--- src/rtl/dmem_sram_bridge.sv ---
// MEM-stage to SRAM-like data bus bridge with split address/data handshakes.
// One bus transaction per load/store; holds load data while the pipeline is frozen.
module dmem_sram_bridge (
    input  logic        clk,
    input  logic        rst,
    input  logic        mem_en,
    input  logic        mem_we,
    input  logic [31:0] mem_addr,
    input  logic [1:0]  mem_size,
    input  logic [31:0] mem_wdata,
    input  logic [31:0] mem_excepttype,
    input  logic        mem_stall,
    output logic [31:0] mem_rdata,
    output logic        stallreq_from_mem,
    output logic        data_req,
    output logic        data_wr,
    output logic [1:0]  data_size,
    output logic [31:0] data_addr,
    output logic [31:0] data_wdata,
    input  logic        data_addr_ok,
    input  logic        data_data_ok,
    input  logic [31:0] data_rdata
);

    typedef enum logic [1:0] {
        S_IDLE,
        S_ADDR,
        S_DATA,
        S_HOLD
    } state_e;

    state_e      state_q, state_d;
    logic        wr_q;
    logic [1:0]  size_q;
    logic [31:0] addr_q;
    logic [31:0] wdata_q;
    logic [31:0] rdata_q;

    logic        issue;
    logic [31:0] phys_addr;

    // kseg0/kseg1 fold onto the low 512 MB; everything else is identity.
    always_comb begin
        phys_addr = mem_addr;
        if (mem_addr[31:30] == 2'b10) begin
            phys_addr = {3'b000, mem_addr[28:0]};
        end
    end

    assign issue = (state_q == S_IDLE) & mem_en
                 & (mem_excepttype == 32'd0);

    always_comb begin
        state_d           = state_q;
        data_req          = 1'b0;
        data_wr           = wr_q;
        data_size         = size_q;
        data_addr         = addr_q;
        data_wdata        = wdata_q;
        stallreq_from_mem = 1'b0;
        mem_rdata         = rdata_q;
        unique case (state_q)
            S_IDLE: begin
                data_req          = issue;
                data_wr           = mem_en & mem_we;
                data_size         = mem_en ? mem_size : 2'd0;
                data_addr         = mem_en ? phys_addr : 32'd0;
                data_wdata        = mem_en ? mem_wdata : 32'd0;
                stallreq_from_mem = issue;
                if (issue) begin
                    state_d = data_addr_ok ? S_DATA : S_ADDR;
                end
            end
            S_ADDR: begin
                data_req          = 1'b1;
                stallreq_from_mem = 1'b1;
                if (data_addr_ok) begin
                    state_d = S_DATA;
                end
            end
            S_DATA: begin
                stallreq_from_mem = ~data_data_ok;
                if (data_data_ok) begin
                    mem_rdata = data_rdata;
                    state_d   = mem_stall ? S_HOLD : S_IDLE;
                end
            end
            S_HOLD: begin
                if (!mem_stall) begin
                    state_d = S_IDLE;
                end
            end
        endcase
    end

    always_ff @(posedge clk or posedge rst) begin
        if (rst) begin
            state_q <= S_IDLE;
            wr_q    <= 1'b0;
            size_q  <= 2'd0;
            addr_q  <= 32'd0;
            wdata_q <= 32'd0;
            rdata_q <= 32'd0;
        end else begin
            state_q <= state_d;
            if (issue) begin
                wr_q    <= mem_we;
                size_q  <= mem_size;
                addr_q  <= phys_addr;
                wdata_q <= mem_wdata;
            end
            // Stores also land here; the value is simply unused.
            if (state_q == S_DATA && data_data_ok) begin
                rdata_q <= data_rdata;
            end
        end
    end

endmodule

--- config.mk ---
export PLATFORM = sky130hd
export DESIGN_NAME = dmem_sram_bridge
export DESIGN_NICKNAME = d
export VERILOG_FILES = /design/src/rtl/dmem_sram_bridge.sv
export SDC_FILE = /design/constraint.sdc
export NUM_CORES = 1
export LEC_CHECK = 0
export ABC_AREA = 1
export ABC_CLOCK_PERIOD_IN_PS = 3900
export CELL_PAD_IN_SITES_DETAIL_PLACEMENT = 0
export CELL_PAD_IN_SITES_GLOBAL_PLACEMENT = 2
export CORE_MARGIN = 4
export CORE_UTILIZATION = 35
export DETAILED_ROUTE_END_ITERATION = 10
export DONT_BUFFER_PORTS = 1
export PLACE_DENSITY = 0.8
export SLEW_MARGIN = 20
export SYNTH_ARGS = -nofsm -noshare
export SYNTH_HDL_FRONTEND = slang
export SYNTH_SLANG_ARGS = --single-unit
--- constraint.sdc ---
create_clock -name clk -period 3.9 [get_ports clk]
set_clock_uncertainty 0.05 [all_clocks]
set_input_delay 0.585 -clock clk [delete_from_list [all_inputs] [get_ports clk]]
set_output_delay 0.585 -clock clk [all_outputs]
set_load 0.02 [all_outputs]
Word level (Yosys, flattened, before mapping)
Index checks and enable logic that the tools add are counted.
{"block": "totals", "register_bits": 101, "in_bits": 137, "word_cells": 41}
{"block": "classes", "n_eq_ne": 8, "mux": 19, "bitwise_logic": 4, "n_reduce_logical": 4}
{"op": "$mux 32", "n": 7}
{"op": "$logic_not 32->1", "n": 1}
{"op": "$mux 2", "n": 8}
{"op": "$ne 2x2->1 const B", "n": 4}
{"op": "$pmux 2 s4", "n": 1}
{"op": "$eq 2x2->1 const B", "n": 3}
{"op": "$reduce_and 4->1", "n": 1}
{"op": "$and 1x1->1", "n": 3}
{"op": "$pmux 1 s3", "n": 1}
{"op": "$eq 2x1->1 const B", "n": 1}
{"op": "$logic_not 2->1", "n": 1}
{"op": "$pmux 1 s2", "n": 1}
{"op": "$logic_and 1x1->1", "n": 1}
{"op": "$mux 1", "n": 1}
{"op": "$not 1->1", "n": 1}

Logic depth before layout (Yosys ltp)
Gate-level depths: netlist (run 1).
{"block": "logic_depth", "depth_word": 5, "mapped_depth": 9, "depth_no_buf": 8}

Worst setup path before layout (run 1)
OpenSTA, ideal clock, no wires.
{"block": "synth_timing", "path_kind": "input port to output port", "startpoint": "input port mem_en", "endpoint": "output port data_addr[29]", "t_arrival_ns": 1.462, "required_ns": 3.265, "slack_ns": 1.803, "path_stages": 5, "path_buffers": 1, "cell_sequence": "inv_1 > nor2_4 > buf_2 > inv_1 > o21ai_0"}
{"block": "synth_via", "elab_chain_len": 2}
{"element": "from (decl)", "line": "6", "source": "input logic mem_en,"}
{"element": "$mux 32", "line": "67", "source": "data_addr = mem_en ? phys_addr : 32'd0;"}
{"element": "$mux 32", "line": "62", "source": "unique case (state_q)"}
{"element": "to (decl)", "line": "18", "source": "output logic [31:0] data_addr,"}
Every way passes these cells.

Final worst setup path (run 1)
{"block": "layout_timing", "startpoint": "register state_q[0]", "endpoint": "output port data_size[1]"}
{"block": "layout_via", "elab_chain_len": 2}
{"element": "from (decl)", "line": "32", "source": "state_e state_q, state_d;"}
{"element": "from (signal assigned)", "line": "105", "source": "state_q <= state_d;"}
{"element": "$logic_not 2->1", "line": "62"}
{"element": "$mux 2", "line": "62"}
{"element": "to (decl)", "line": "17", "source": "output logic [1:0] data_size,"}
Every way passes these cells.

==> results of run 1 <==
worst max path at each step:
stage and end:
5_1_grt data_wdata[20], 3_5_place_dp data_size[1], 4_1_cts data_size[1], 3_3_place_gp data_size[1]
6_report data_size[1], 2_1_floorplan addr_q[0]
cell usage in the layout (no fill, tap or decap), types with 2 or more instances in the layout:
| cell type | n |
|---|---|
| buf_4 | 4 |
| bufinv_16 | 2 |
| clkbuf_16 | 9 |
| clkinv_2 | 2 |
| clkinvlp_4 | 2 |
| dfrtp_1 | 101 |
| inv_1 | 73 |
| inv_2 | 2 |
| mux2_2 | 64 |
| nand2_1 | 153 |
| nand2_2 | 2 |
| nand3_1 | 5 |
| nor2_1 | 25 |
| nor2_4 | 2 |
| o21ai_0 | 88 |
| o21ai_1 | 46 |
| o22ai_1 | 2 |
Yosys cell counts:
master    number
o211ai_1       1
nand2_1      153
clkbuf_1      10
o21bai_1       1
inv_2          2
inv_1         75
nand2_2        2
mux2_2        64
nor2_1        25
buf_6         14
o21ai_1       46
nand3_1        5
nor2_4         2
o22ai_1        2
dfrtp_1      101
o21ai_0       88
or2_2          1
buf_2          7
buf_4          3
per-layer routing:
metal  vias up  part of all wire  wire [microns]  GRT usage
met4         0             0.018             221     0.0581
li1       1896                 -               -          -
met2       165              0.44            5440      0.219
met5         -                 0               0          0
met1      1761              0.43            5320      0.177
met3        14              0.11            1410     0.0487
flip-flops by register name, summed over array words and instances (netlist names):
| name | count |
|---|---|
| wr_q | 1 |
| size_q | 2 |
| addr_q | 32 |
| wdata_q | 32 |
| state_q | 2 |
| rdata_q | 32 |
area by class of cell:
type,instances,area (sq um),area share
flip-flops and latches,101,2530,0.454
clock inverters,6,88.8,0.0159
multi-input cells,390,2150,0.387
clock buffers,9,225,0.0404
inverters,77,295,0.0530
well taps,184,230,0.0413
repair buffers,5,50.0,0.00898
power by group through the flow:
stage,Combinational [mW],Sequential [mW],Clock [mW]
floorplan,1.70,1.30,0
global placement,1.88,1.31,0
detailed placement,1.90,1.32,0
CTS,1.91,1.31,0.985
global route,2.03,1.32,1.03
finish,1.88,1.31,0.942
per-stage QoR:
step	hold WS (ns)	std cells
after floorplan	0.403	602
after global placement	0.430	757
after detailed placement	0.433	757
after CTS	0.299	772
after global routing	0.285	772
final	0.206	772
cell families after synthesis:
kind of cell	count (synthesis)	share of synthesized area
AND/OR/NAND/NOR	188	0.141
AO/OA/AOI/OAI	138	0.134
buffers and inverters	111	0.104
flip-flops	101	0.484
multiplexers	64	0.138
==> flow_metrics.tcl, run 1 <==
set metrics [dict create \
    status "finished clean" \
    crit_required_ns 3.26 \
    rr_endpoint "addr_q[27]" \
    antenna_found_initial 0 \
    path_class "flip-flop to output port" \
    syn_inst 602 \
    yosys_register_bits 101 \
    syn2layout_area_growth_pct 6.66 \
    port_buffers 0 \
    yosys-top-cells-area "dfrtp_1, mux2_2, nand2_1" \
    dpl.hpwl_microns 8740 \
    cts_hold_buf 0 \
    place_ws_ns 1.31 \
    power_density_mw_per_mm2 741 \
    utilization 0.382 \
    avgSynthCellArea_sq_um 8.68 \
    net-switching-power_mw 1.88 \
    clock_latency_ns 0.33 \
    layout-drive-gt1-share 0.158 \
    coreArea_sq_mm 0.0146 \
    cp_cell_sequence "inv_2 -> nand2_2 -> clkinv_2 -> o21ai_0" \
    ctsHtreeMaxLevel 3 \
    max_slew_margin 0.445 \
    place_congestion 0.741 \
    clockRootBuffer "clkbuf_16" \
    cts_inserted_buffers 9 \
    critical_path.startpoint_type "flip-flop" \
    synth_warnings 0 \
    min_period_over_period 0.817 \
    cts_sinks 101 \
    cp_max_fo 66 \
    rows 44 \
    cts.path.max_buffers 2 \
    cp_slowest_cell "o21ai_0" \
    maxCapViolCount 0 \
    initial_core_util 0.358 \
    grt-ovfl-total 0 \
    p_seq_frac 0.317 \
    postCtsSetupBuffers 0 \
    finalInstanceArea_sq_mm 0.00557 \
    maxSlewViolCount 0 \
    tritoncts "built" \
    fillers 1457 \
    p_leak_nw 2.51 \
    rsz0062_at_grt "no" \
    grt_pass1_vias 3699 \
    io_pins 238 \
    worst_slew_pin_slew_ns 0.824 \
    synth_top_area_frac 0.484 \
    r2r_slack_ns 1.67 \
    hold_viol_final 0 \
    pwr-share-comb 0.455 \
    n_antenna_cell 0 \
    grt_max_degree 131 \
    drt_pass1_iterations 4 \
    nets 721 \
    p_total_mw 4.13 \
    finalSetupViolCount 0 \
    clock.fmax_mhz 314 \
    drc 0 \
    post_drt_wl_per_cell_microns 16.1 \
    layout_min_cycle_time_ns 3.19 \
    switching_share 0.455 \
    setup_slack_ns 0.712 \
    arrival_ns 2.55 \
    drt_iter0_drc 180 \
    syn-num-nets 739 \
    crit-reg2reg-launch "state_q[0]" \
    die_x_microns 130 \
    grt_first_pass_wirelength_microns 18700 \
    worst-path-stages 4 \
    clk_pin_slew_worst_paths_ns 0.07 \
    synth_top_area_cell "dfrtp_1" \
    end_kind "output port" \
    yosysSeqAreaShare 0.484 \
    drt_wl_total_microns 12400 \
    clkPwrFrac 0.228 \
    path_delay_family "compound AO/OA/AOI/OAI gates" \
    p_int_mw 2.25 \
    holdCritPathClass "primary input to async pin" \
    drtAntennaViolNets 0 \
    synth_area_sq_mm 0.00522 \
    die_h_microns 130 \
    num_vias 3836 \
    ir_worst_vdd_mv 0.263 \
    ys_types 19 \
    avgViaCountPerCell 4.97 \
    crit_buf_inv 2 \
    ff2ff_path_depth 9 \
    fin_tns_setup_ns 0 \
    post_cts_resized 0 \
    grt_use_total 0.140 \
    dieArea_sq_mm 0.0169 \
    cpPeakStageDelay_ns 0.96 \
    critPathLaunch "state_q[0]" \
    place_area_sq_mm 0.00525 \
]
(Power assumes the default switching activity.)
==> inputs of run 2 (changes only) <==
--- a/config.mk
+++ b/config.mk
@@ -6,14 +6,14 @@
 export NUM_CORES = 1
 export LEC_CHECK = 0
 export ABC_AREA = 1
-export ABC_CLOCK_PERIOD_IN_PS = 3900
+export ABC_CLOCK_PERIOD_IN_PS = 2900
 export CELL_PAD_IN_SITES_DETAIL_PLACEMENT = 0
 export CELL_PAD_IN_SITES_GLOBAL_PLACEMENT = 2
 export CORE_MARGIN = 4
-export CORE_UTILIZATION = 35
+export CORE_UTILIZATION = 32
 export DETAILED_ROUTE_END_ITERATION = 10
 export DONT_BUFFER_PORTS = 1
-export PLACE_DENSITY = 0.8
+export PLACE_DENSITY = 0.77
 export SLEW_MARGIN = 20
 export SYNTH_ARGS = -nofsm -noshare
 export SYNTH_HDL_FRONTEND = slang
==> constraint.sdc (replaced) <==
create_clock -name clk -period 2.9 [get_ports clk]
set_clock_uncertainty 0.05 [all_clocks]
set_input_delay 0.435 -clock clk [delete_from_list [all_inputs] [get_ports clk]]
set_output_delay 0.435 -clock clk [all_outputs]
set_load 0.02 [all_outputs]
==> run 2 against run 1 <==
  * Die area up 8.8%
  * Routed wire length rose by 0.11%
  * Design area up 2.6%
  * Hold slack got worse by 0.13 ns
  * Cell count is 5.4% higher
  * Non-clock buffer count up 9
  * Worst setup slack got worse by 0.28 ns
  * Critical endpoint is now data_addr[11]
==> flow_metrics.tcl, run 2 (synthesized netlist as in run 1, its figures left out) <==
set metrics [dict create \
    status "finished clean" \
    finalSetupViolCount 0 \
    end_kind "output port" \
    clock.fmax_mhz 405 \
    place_ws_ns 0.772 \
    cts_inserted_buffers 9 \
    rsz0062_at_grt "no" \
    postCtsSetupBuffers 0 \
    antenna_found_initial 0 \
    rows 46 \
    drc 0 \
    cts_sinks 101 \
    tritoncts "built" \
    finalNonFillerCells 814 \
    maxCapViolCount 0 \
    grt_max_degree 102 \
    finalInstanceArea_sq_mm 0.00571 \
    net-switching-power_mw 2.59 \
    pwr-share-comb 0.475 \
    nets 730 \
    setup_slack_ns 0.434 \
    p_leak_nw 2.56 \
    io_pins 238 \
    n_antenna_cell 0 \
    drt_pass1_iterations 4 \
    initial_core_util 0.328 \
    p_seq_frac 0.310 \
    layout_min_cycle_time_ns 2.47 \
    clock_latency_ns 0.33 \
    arrival_ns 1.98 \
    num_vias 3839 \
    grt_use_total 0.130 \
    place_congestion 0.752 \
    layout-drive-gt1-share 0.169 \
    post_cts_resized 0 \
    die_x_microns 136 \
    ctsHtreeMaxLevel 3 \
    final_cell_mix "nand2_1, dfrtp_1, o21ai_0" \
    die_h_microns 136 \
    coreArea_sq_mm 0.0159 \
    grt_pass1_vias 3788 \
    grt-ovfl-total 0 \
    crit_required_ns 2.41 \
    holdCritPathClass "primary input to async pin" \
    ff2ff_path_depth 8 \
    drtAntennaViolNets 0 \
    port_buffers 0 \
    utilization 0.358 \
    fin_hold_ws_ns 0.0744 \
    clk_pin_slew_worst_paths_ns 0.07 \
    path_class "flip-flop to output port" \
    min_period_over_period 0.850 \
    dpl.hpwl_microns 8860 \
    power_density_mw_per_mm2 990 \
    fin_tns_setup_ns 0 \
    top_regs "addr_q: 32 flops, rdata_q: 32 flops, wdata_q: 32 flops" \
    crit-reg2reg-launch "state_q[0]" \
    critical_path.startpoint_type "flip-flop" \
    clockRootBuffer "clkbuf_16" \
    dp_cells 798 \
    syn2layout_area_growth_pct 9.39 \
    clkPwrFrac 0.215 \
    place_area_sq_mm 0.00541 \
    grt_first_pass_wirelength_microns 19200 \
    drt_iter0_drc 154 \
    dieArea_sq_mm 0.0184 \
    hold_viol_final 0 \
    maxSlewViolCount 0 \
    fillers 1632 \
    p_int_mw 3.06 \
    ir_worst_vdd_mv 0.353 \
    post_drt_wl_per_cell_microns 15.2 \
    p_total_mw 5.66 \
    r2r_slack_ns 0.81 \
    avgViaCountPerCell 4.72 \
    max_slew_margin 0.466 \
    drt_wl_total_microns 12400 \
    cts_hold_buf 0 \
    switching_share 0.459 \
    final_common_cell "nand2_1" \
    worst_slew_pin_slew_ns 0.792 \
    cp_max_fo 64 \
    rr_endpoint "addr_q[15]" \
    cts.path.max_buffers 2 \
]
run 2: power groups by stage:
| stage | Sequential [mW] | Combinational, mW | Clock (mW) |
|---|---|---|---|
| 6_report | 1.76 | 2.69 | 1.22 |
| 5_1_grt | 1.78 | 2.89 | 1.31 |
| 4_1_cts | 1.75 | 2.74 | 1.27 |
| 3_5_place_dp | 1.78 | 2.73 | 0 |
| 3_3_place_gp | 1.77 | 2.72 | 0 |
| 2_1_floorplan | 1.75 | 2.29 | 0 |
run 2: layout make-up:
cell class              count  area (sq um)  area share
clock buffers              10           229      0.0401
multi-input cells         390          2150       0.377
inverters                  77           293      0.0512
flip-flops and latches    101          2530       0.442
well taps                 216           270      0.0473
clock inverters             6          72.6      0.0127
repair buffers             14           168      0.0293
run 2: worst max path at each step:
stage                     slack (ns)  startpoint              to
after floorplan                 1.03  state_q[0]    data_addr[0]
final                           0.43  state_q[0]   data_addr[11]
after global placement          0.80  state_q[0]  data_wdata[20]
after global routing            0.30  state_q[0]  data_wdata[21]
after detailed placement        0.77  state_q[0]      addr_q[15]
after CTS                       0.41  state_q[0]   data_addr[11]
run 2: critical path, stage by stage, from the launching register on:
cell and delay (ns):
dfrtp_1 0.38, inv_2 0.05, nand2_2 0.14, clkinv_1 0.16, buf_12 0.23, o21ai_0 0.66
run 2: layer usage:
metal | GRT usage | vias to the layer above | share of wire
li1 | - | 1913 | -
met1 | 0.164 | 1751 | 0.42
met2 | 0.198 | 162 | 0.44
met3 | 0.0568 | 13 | 0.13
met4 | 0.0498 | 0 | 0.016
met5 | 0 | - | 0
==> inputs of run 3 (changes only) <==
--- a/config.mk
+++ b/config.mk
@@ -6,14 +6,14 @@
 export NUM_CORES = 1
 export LEC_CHECK = 0
 export ABC_AREA = 1
-export ABC_CLOCK_PERIOD_IN_PS = 2900
+export ABC_CLOCK_PERIOD_IN_PS = 2430
 export CELL_PAD_IN_SITES_DETAIL_PLACEMENT = 0
 export CELL_PAD_IN_SITES_GLOBAL_PLACEMENT = 2
 export CORE_MARGIN = 4
-export CORE_UTILIZATION = 32
+export CORE_UTILIZATION = 35
 export DETAILED_ROUTE_END_ITERATION = 10
 export DONT_BUFFER_PORTS = 1
-export PLACE_DENSITY = 0.77
+export PLACE_DENSITY = 0.8
 export SLEW_MARGIN = 20
 export SYNTH_ARGS = -nofsm -noshare
 export SYNTH_HDL_FRONTEND = slang
==> constraint.sdc (replaced) <==
create_clock -name clk -period 2.43 [get_ports clk]
set_clock_uncertainty 0.05 [all_clocks]
set_input_delay 0.3645 -clock clk [delete_from_list [all_inputs] [get_ports clk]]
set_output_delay 0.3645 -clock clk [all_outputs]
set_load 0.02 [all_outputs]
==> run 3 against run 2 <==
  * Critical path depth rose by 2
  * Flip-flop and latch count did not move
  * Largest cell class unchanged
  * Cell count up 3.3%
  * Non-clock buffer count up 60
  * Hold slack worse by 0.058 ns
  * Register-to-register slack worse by 0.18 ns
  * Global-route usage is 1.3 points higher
  * Highest routed layer unchanged
==> flow_metrics.tcl, run 3 (synthesized netlist as in run 1, its figures left out) <==
set metrics [dict create \
    drt_pass1_iterations 4 \
    rsz0062_at_grt "no" \
    nets 790 \
    io_pins 238 \
    dp_cells 826 \
    ir_worst_vdd_mv 0.553 \
    hold_viol_final 0 \
    crit_buf_inv 3 \
    place_ws_ns 0.518 \
    fin_tns_setup_ns 0 \
    path_delay_family "buffers and inverters" \
    cts.path.max_buffers 2 \
    critical_path.startpoint_type "flip-flop" \
    ff2ff_path_depth 7 \
    finalSetupViolCount 0 \
    grt_pass1_vias 3949 \
    final_cell_mix "nand2_1, dfrtp_1, o21ai_0" \
    drt_iter0_drc 117 \
    clockRootBuffer "clkbuf_16" \
    cts_inserted_buffers 9 \
    finalInstanceArea_sq_mm 0.00612 \
    antenna_found_initial 0 \
    p_total_mw 7.66 \
    met2_usage 0.222 \
    grt_use_met3 0.0622 \
    rr_endpoint "addr_q[6]" \
    die_x_microns 130 \
    layout-drive-gt1-share 0.247 \
    regArea_sq_mm 0.00253 \
    cpPeakStageDelay_ns 0.40 \
    end_kind "output port" \
    arrival_ns 1.80 \
    syn2layout_area_growth_pct 17.3 \
    tritoncts "built" \
    clock.fmax_mhz 451 \
    top_regs "addr_q: 32 flops, rdata_q: 32 flops, wdata_q: 32 flops" \
    grt_max_degree 131 \
    initial_core_util 0.358 \
    layout_min_cycle_time_ns 2.22 \
    setup_slack_ns 0.212 \
    final_common_cell "nand2_1" \
    drc 0 \
    grt_use_total 0.143 \
    place_congestion 0.798 \
    gr-max-usage-layer "met2" \
    met1_usage 0.181 \
    maxSlewViolCount 0 \
    finalNonFillerCells 841 \
    cts_hold_buf 0 \
    clock_latency_ns 0.34 \
    cp_slowest_cell "dfrtp_1" \
    maxCapViolCount 0 \
    postCtsSetupBuffers 0 \
    max_slew_margin 0.643 \
    min_period_over_period 0.913 \
    cp_max_fo 35 \
    avgViaCountPerCell 4.78 \
    drtAntennaViolNets 0 \
    num_vias 4021 \
    holdCritPathClass "primary input to async pin" \
    grt_first_pass_wirelength_microns 19300 \
    ctsHtreeMaxLevel 3 \
    coreArea_sq_mm 0.0146 \
    path_common_cell "buf_4" \
    fillers 1442 \
    dieArea_sq_mm 0.0169 \
    crit-reg2reg-launch "state_q[0]" \
    cts_sinks 101 \
    port_buffers 0 \
    crit_required_ns 2.02 \
    critPathLaunch "state_q[0]" \
    dpl.hpwl_microns 8900 \
    power_density_mw_per_mm2 1250 \
    post_drt_wl_per_cell_microns 14.9 \
    worst_slew_pin_slew_ns 0.535 \
    die_h_microns 130 \
    r2r_slack_ns 0.63 \
    rows 44 \
    drt_wl_total_microns 12600 \
    place_area_sq_mm 0.00580 \
    path_class "flip-flop to output port" \
    p_leak_nw 2.86 \
    multi_input_area_sq_mm 0.00215 \
    status "finished clean" \
    cp_cell_sequence "inv_2 -> nand2_2 -> nor2_4 -> buf_4 -> nand2_1 -> o21ai_0 -> buf_4" \
    grt-ovfl-total 0 \
    clk_pin_slew_worst_paths_ns 0.06 \
    n_antenna_cell 0 \
]
-- run 3: cell count changes in the layout (fill, tap and decap cells not counted), sizes merged --
cell,delta
buf,+60
clkinvlp,-2
bufinv,+1
-- run 3: layout make-up --
cell class | instances | area share
Inverter | 77 | 0.0478
Multi-Input combinational cell | 390 | 0.352
Tap cell | 184 | 0.0376
Timing Repair Buffer | 74 | 0.0974
Clock inverter | 5 | 0.0139
Sequential cell | 101 | 0.413
Clock buffer | 10 | 0.0390
-- run 3: layer usage --
metal	up-vias	wire length (microns)
li1	2027	-
met1	1826	5320
met2	155	5640
met3	13	1410
met4	0	196
met5	-	0
-- run 3: metrics by stage --
stage                     hold slack (ns)   util
after floorplan                     0.403      -
after global placement              0.393  0.397
after detailed placement            0.406  0.397
after CTS                          0.0246  0.420
after global routing               0.0472  0.420
final                              0.0160  0.420
-- run 3: repair_timing --
item                                    in CTS  in global routing
hold endpoints to repair                     0                  0
gates resized for setup                      0                  1
endpoints found under the setup margin       0                  2
-- run 3: worst max path at each step --
stage	to	slack, ns	depth (start not counted)
after detailed placement	data_addr[31]	0.52	7
after global routing	data_wdata[3]	0.03	7
final	data_wdata[3]	0.21	7
after floorplan	data_addr[0]	0.63	6
after CTS	data_addr[29]	0.13	7
after global placement	data_addr[31]	0.56	7
-- run 3: power by group --
| part | internal (mW) | switching (mW) |
|---|---|---|
| Combinational | 1.57 | 2.45 |
| Sequential | 1.97 | 0.128 |
| Clock | 0.928 | 0.623 |
